--- src/rtl/fetch_stage_if.sv ---
// Fetch stage bundle: redirect/hazard controls in, instruction memory
// port, IF/ID register and status out. master = fetch stage side.
interface fetch_stage_if;
  logic        stall;
  logic        flush;
  logic        branch_taken;
  logic [31:0] branch_target;
  logic        jump;
  logic [31:0] jump_target;
  logic [31:0] instr_in;
  logic [31:0] pc_out;
  logic [31:0] if_instr;
  logic [31:0] if_pc;
  logic [31:0] if_pc_plus4;
  logic        if_valid;
  logic        halted;
  logic [31:0] fetch_count;

  modport master (
    input  stall, flush, branch_taken, branch_target,
    input  jump, jump_target, instr_in,
    output pc_out, if_instr, if_pc, if_pc_plus4,
    output if_valid, halted, fetch_count
  );

  modport slave (
    output stall, flush, branch_taken, branch_target,
    output jump, jump_target, instr_in,
    input  pc_out, if_instr, if_pc, if_pc_plus4,
    input  if_valid, halted, fetch_count
  );
endinterface

--- src/rtl/fetch_stage.sv ---
// Instruction fetch stage: PC register, IF/ID latch, RUN/HALT control.
// Ports: clock, reset (sync, active-high), bus (fetch_stage_if.master).
module fetch_stage #(
  parameter logic [31:0] RESET_PC   = 32'h0000_0000,
  parameter int          MEM_SIZE   = 256,
  parameter logic [31:0] HALT_INSTR = 32'hFFFF_FFFF
) (
  input logic            clock,
  input logic            reset,
  fetch_stage_if.master  bus
);
  typedef enum logic {RUN, HALT} state_t;

  localparam logic [31:0] WORDS = 32'(MEM_SIZE);

  state_t      state, state_n;
  logic [31:0] pc, pc_n;
  logic [31:0] instr, instr_n;
  logic [31:0] ipc, ipc_n;
  logic [31:0] ip4, ip4_n;
  logic [31:0] cnt, cnt_n;
  logic        valid, valid_n;
  logic        redirect, latch, fault;
  logic [31:0] target;

  assign redirect = bus.jump | bus.branch_taken;
  assign target   = bus.jump ? bus.jump_target
                             : bus.branch_target;
  assign fault    = {2'b00, pc[31:2]} >= WORDS;

  always_ff @(posedge clock) begin
    if (reset) begin
      state <= RUN;
      pc    <= RESET_PC;
      instr <= '0;
      ipc   <= '0;
      ip4   <= '0;
      valid <= 1'b0;
      cnt   <= '0;
    end else begin
      state <= state_n;
      pc    <= pc_n;
      instr <= instr_n;
      ipc   <= ipc_n;
      ip4   <= ip4_n;
      valid <= valid_n;
      cnt   <= cnt_n;
    end
  end

  always_comb begin
    state_n = state;
    pc_n    = pc;
    instr_n = instr;
    ipc_n   = ipc;
    ip4_n   = ip4;
    valid_n = valid;
    latch   = 1'b0;
    if (redirect) begin
      pc_n    = target & ~32'd3;
      valid_n = 1'b0;
      state_n = RUN;
    end else if (bus.stall) begin
      // hold everything
    end else if (state == HALT) begin
      valid_n = 1'b0;
    end else if (fault) begin
      valid_n = 1'b0;
      state_n = HALT;
    end else begin
      instr_n = bus.instr_in;
      ipc_n   = pc;
      ip4_n   = pc + 32'd4;
      valid_n = 1'b1;
      latch   = 1'b1;
      if (bus.instr_in == HALT_INSTR)
        state_n = HALT;
      else
        pc_n = pc + 32'd4;
    end
    // flush kills the latch but not the PC update
    if (bus.flush) begin
      valid_n = 1'b0;
      latch   = 1'b0;
    end
    cnt_n = latch ? cnt + 32'd1 : cnt;
  end

  assign bus.pc_out      = pc;
  assign bus.if_instr    = instr;
  assign bus.if_pc       = ipc;
  assign bus.if_pc_plus4 = ip4;
  assign bus.if_valid    = valid;
  assign bus.halted      = (state == HALT);
  assign bus.fetch_count = cnt;
endmodule

--- src/flat_wrapper.sv ---
// flat-port wrapper written by rule: the top's interface ports become plain ports
module fetch_stage_flat 
#(
  parameter logic [31:0] RESET_PC   = 32'h0000_0000,
  parameter int          MEM_SIZE   = 256,
  parameter logic [31:0] HALT_INSTR = 32'hFFFF_FFFF
)
  (clock, reset, bus_stall, bus_flush, bus_branch_taken, bus_branch_target, bus_jump, bus_jump_target, bus_instr_in, bus_pc_out, bus_if_instr, bus_if_pc, bus_if_pc_plus4, bus_if_valid, bus_halted, bus_fetch_count);
  fetch_stage_if bus_i ();
  input logic clock;
  input logic reset;
  input wire logic [$bits(bus_i.stall)-1:0] bus_stall;
  input wire logic [$bits(bus_i.flush)-1:0] bus_flush;
  input wire logic [$bits(bus_i.branch_taken)-1:0] bus_branch_taken;
  input wire logic [$bits(bus_i.branch_target)-1:0] bus_branch_target;
  input wire logic [$bits(bus_i.jump)-1:0] bus_jump;
  input wire logic [$bits(bus_i.jump_target)-1:0] bus_jump_target;
  input wire logic [$bits(bus_i.instr_in)-1:0] bus_instr_in;
  output wire logic [$bits(bus_i.pc_out)-1:0] bus_pc_out;
  output wire logic [$bits(bus_i.if_instr)-1:0] bus_if_instr;
  output wire logic [$bits(bus_i.if_pc)-1:0] bus_if_pc;
  output wire logic [$bits(bus_i.if_pc_plus4)-1:0] bus_if_pc_plus4;
  output wire logic [$bits(bus_i.if_valid)-1:0] bus_if_valid;
  output wire logic [$bits(bus_i.halted)-1:0] bus_halted;
  output wire logic [$bits(bus_i.fetch_count)-1:0] bus_fetch_count;
  assign bus_i.stall = bus_stall;
  assign bus_i.flush = bus_flush;
  assign bus_i.branch_taken = bus_branch_taken;
  assign bus_i.branch_target = bus_branch_target;
  assign bus_i.jump = bus_jump;
  assign bus_i.jump_target = bus_jump_target;
  assign bus_i.instr_in = bus_instr_in;
  assign bus_pc_out = bus_i.pc_out;
  assign bus_if_instr = bus_i.if_instr;
  assign bus_if_pc = bus_i.if_pc;
  assign bus_if_pc_plus4 = bus_i.if_pc_plus4;
  assign bus_if_valid = bus_i.if_valid;
  assign bus_halted = bus_i.halted;
  assign bus_fetch_count = bus_i.fetch_count;
  fetch_stage #(.RESET_PC(RESET_PC), .MEM_SIZE(MEM_SIZE), .HALT_INSTR(HALT_INSTR)) u_core (.clock(clock), .reset(reset), .bus(bus_i));
endmodule
--- config.mk ---
export PLATFORM = sky130hd
export DESIGN_NAME = fetch_stage_flat
export DESIGN_NICKNAME = d
export VERILOG_FILES = /design/src/rtl/fetch_stage_if.sv /design/src/rtl/fetch_stage.sv /design/src/flat_wrapper.sv
export SDC_FILE = /design/constraint.sdc
export NUM_CORES = 1
export LEC_CHECK = 0
export CAP_MARGIN = 10
export CORE_AREA = 2 2 131 133
export CTS_CLUSTER_SIZE = 40
export DETAILED_ROUTE_END_ITERATION = 10
export DIE_AREA = 0 0 133 135
export GPL_TIMING_DRIVEN = 0
export HOLD_SLACK_MARGIN = 0.1
export PLACE_DENSITY = 0.75
export SLEW_MARGIN = 20
export SYNTH_ARGS = -nofsm -noshare
export SYNTH_HDL_FRONTEND = slang
export SYNTH_SLANG_ARGS = --single-unit
--- constraint.sdc ---
create_clock -name clock -period 2.2 [get_ports clock]
set_input_delay 0.44 -clock clock [delete_from_list [all_inputs] [get_ports clock]]
set_output_delay 0.44 -clock clock [all_outputs]
set_load 0.03 [all_outputs]
==> results.sh <==
export IMPL_cp_end_kind="flip-flop"
export IMPL_worst_path_buf_inv=2
export IMPL_placed_area_um2=9050
export IMPL_yosysSeqAreaShare_pct=50.2
export IMPL_fmax_ghz=0.442
export IMPL_timing_rr_end="u_core.bus.fetch_count[29]"
export IMPL_rrSetupSlack_ns=-0.06
export IMPL_dieHeight_um=135
export IMPL_cts_hold_buffers_added=0
export IMPL_drt_wl_total_mm=22.0
export IMPL_synth_edf_count=0
export IMPL_multi_input_area_um2=3120
export IMPL_finalHoldViolations=0
export IMPL_portBuffers=251
export IMPL_status="finished, violations left"
export IMPL_vias_per_cell=5.19
export IMPL_synthFlopType="dfxtp_1"
export IMPL_r2r_cells=7
export IMPL_tightestPinTransition_ns=0.699
export IMPL_ys_types=55
export IMPL_setup_viol=8
export IMPL_cts_buffers=17
export IMPL_syn_area_per_cell_um2=8.71
export IMPL_die_area_um2=18000
export IMPL_final_cell_area_um2=10200
export IMPL_core_um2=16400
export IMPL_leakage_nw=3.78
export IMPL_wl_per_cell_um=17.6
export IMPL_start_util_pct=37.9
export IMPL_worst_hold_startpoint="bus_flush"
export IMPL_insertion_delay_ns=0.43
export IMPL_min_delay_worst_endpoint="u_core.bus.if_valid"
export IMPL_wl_met1_mm=9.38
export IMPL_yosys_register_bits=156
export IMPL_final_cells=1249
export IMPL_path_cells="nand3_1, or3_1, buf_6, or4_4, buf_6, or3_1, a21oi_1"
export IMPL_gp_congestion=0.828
export IMPL_cts_sinks=156
export IMPL_path_max_fanout=5
export IMPL_power_density_nw_per_um2=638
export IMPL_hold_path_class="input port to flip-flop"
export IMPL_netlist_area_um2=6220
export IMPL_finalCritPeriodShare_pct=103
export IMPL_met2_length_mm=10.4
export IMPL_fin_ws_ns=-0.0628
export IMPL_vdd_ir_drop_max_uv=540
export IMPL_fin_crit_ns=2.26
export IMPL_first_iter_violations=321
export IMPL_diodes=0
export IMPL_syn_inst=714
export IMPL_crit_path_start_kind="flip-flop"
export IMPL_worstSetupPathType="flip-flop to flip-flop"
export IMPL_slowest_stage="or4_4"
export IMPL_yosysWarnings=0
export IMPL_wl_met3_mm=1.73
export IMPL_slew_viol_final=0
export IMPL_setup_tns_ns=-0.323
export IMPL_synthArstFlopShare_pct=0
export IMPL_grt_max_degree=18
export IMPL_antenna_found_initial=2
export IMPL_violations="setup timing"
export IMPL_path_clk_slew_ns=0.07
export IMPL_grt_pass1_wl_mm=32.9
export IMPL_dieWidth_um=133
export IMPL_max_slew_margin_pct=53.4
export IMPL_grt_setup_unrepaired="true"
export IMPL_finalClockSkew_ns=0.0115
export IMPL_grt_remaining_overflow=0
export IMPL_timing_rr_start="u_core.bus.fetch_count[2]"
export IMPL_fill_cells=1411
export IMPL_clk_path_buf_depth=2
export IMPL_num_rows=47
export IMPL_crit_required_ns=2.55
export IMPL_p_total_mw=6.51
export IMPL_drt_pre_antenna_iters=5
export IMPL_whs_path_depth=2
export IMPL_num_vias=6484
export IMPL_grtUsageTotal_pct=23.7
export IMPL_ios=264
export IMPL_cts_tree="yes"
export IMPL_area_growth_pct=63.9
export IMPL_cpPeakStageDelay_ns=0.58
export IMPL_dp_cells=1190
export IMPL_cp_arrival_ns=2.62
export IMPL_drc=0
export IMPL_nets=1121
export IMPL_grt_pass1_vias=6089
export IMPL_highest_layer="met5"
export IMPL_max_cap_violations=0
export IMPL_layout_drive_gt1_share_pct=14.7
export IMPL_root_buffer="clkbuf_16"
export IMPL_hpwl_mm=16.1
export IMPL_htree_levels=4
export IMPL_ff_latch_area_um2=3170
export IMPL_antenna_left=0
export IMPL_path_delay_family="simple AND/OR/NAND/NOR gates"
==> per-stage QoR <==
stage,worst slack [ns],util [%],hold slack [ns]
final,-0.0628,62.2,0.356
after floorplan,0.0109,-,0.519
after global routing,-0.105,62.2,0.363
after global placement,-1.08,55.2,0.441
after CTS,-0.00841,60.2,0.456
after detailed placement,-1.11,55.2,0.447
==> where the power goes <==
group / leakage [nW] / switching [mW] / internal, mW
sequential: 1.27 / 0.0764 / 2.86
clock: 0.286 / 1.34 / 1.54
combinational: 2.22 / 0.357 / 0.334
total: 3.78 / 1.77 / 4.74
==> placed cells by master (no fill, tap or decap), drive strengths merged, types with 5 or more instances in the layout <==
cell type / count
and3: 53
nand3: 15
xor2: 5
or4: 7
nor4: 15
nor2: 51
o21ai: 17
nor3: 10
a211oi: 10
clkbuf: 56
conb: 6
mux2i: 15
a21oi: 79
o2bb2ai: 7
or3: 18
a22oi: 8
o22ai: 6
o31ai: 8
nand4: 23
dfxtp: 156
inv: 23
clkdlybuf4s50: 247
buf: 42
xnor2: 10
nand2: 103
==> cell type report <==
class	instances	area share (%)
Multi-Input combinational cell	498	30.6
Buffer	52	2.71
Timing Repair Buffer	278	26.8
Inverter	13	0.478
Clock buffer	18	4.31
Tap cell	220	2.70
Sequential cell	156	31.1
Clock inverter	14	1.40
==> synth_stat cells, types with 4 or more instances <==
cell type | number | area [um2]
and3_1 | 53 | 332
a22oi_1 | 8 | 60.1
nand3_1 | 14 | 70.1
nor4_1 | 14 | 87.6
nor2_1 | 51 | 191
a211oi_1 | 9 | 67.6
clkbuf_1 | 41 | 154
o22ai_1 | 6 | 37.5
xnor2_1 | 10 | 87.6
buf_4 | 6 | 45.0
dfxtp_1 | 156 | 3120
inv_1 | 13 | 48.8
or3_1 | 18 | 113
xor2_1 | 5 | 43.8
nor3_1 | 8 | 40.0
mux2i_1 | 15 | 150
o31ai_1 | 8 | 60.1
nand4_1 | 23 | 144
a21oi_1 | 79 | 395
nand2_1 | 103 | 387
or4_2 | 4 | 35.0
o21ai_0 | 17 | 85.1
o2bb2ai_1 | 7 | 61.3
==> flip-flops by register name (all words and copies together) (netlist names) <==
name and count:
u_core.bus.fetch_count 32, u_core.bus.if_pc 30, u_core.bus.if_instr 32, u_core.bus.if_valid 1, u_core.bus.if_pc_plus4 30, u_core.bus.halted 1, u_core.bus.pc_out 30
==> metal layers <==
layer	vias to the layer above	global-route usage [%]
li1	3153	-
met2	258	37.9
met5	-	0
met4	4	8.42
met3	34	7.70
met1	3035	30.0
==> logic make-up after synthesis <==
group,synth area share [%]
flops,50.2
simple gates,25.0
xor+xnor,2.11
other cells,0.0603
compound gates,14.8
buf+inv,4.54
mux,2.77
fa+ha+maj,0.603
==> worst register-to-register path: stages, from the launching register on <==
cell	delay, ns
dfxtp_4	0.38
nand3_1	0.15
or3_1	0.36
buf_6	0.14
or4_4	0.58
buf_6	0.16
or3_1	0.31
a21oi_1	0.12
==> repair_timing <==
action / CTS / global route
gates cloned: 0 / 2
endpoints found under the setup margin: 104 / 91
gates resized for setup: 48 / 62
buffers inserted: 8 / 17
pin swaps: 8 / 22
==> worst max-delay path by stage <==
stage	startpoint	to	slack, ns	depth (start not counted)
6_report	u_core.bus.fetch_count[2]	u_core.bus.fetch_count[29]	-0.06	7
5_1_grt	u_core.bus.fetch_count[0]	u_core.bus.fetch_count[30]	-0.10	7
3_5_place_dp	bus_stall	u_core.bus.if_instr[6]	-1.11	8
2_1_floorplan	u_core.bus.fetch_count[0]	u_core.bus.fetch_count[30]	0.01	7
3_3_place_gp	bus_stall	u_core.bus.if_instr[6]	-1.08	8
4_1_cts	u_core.bus.pc_out[23]	u_core.bus.fetch_count[29]	-0.008	6
(Power assumes the default switching activity.)
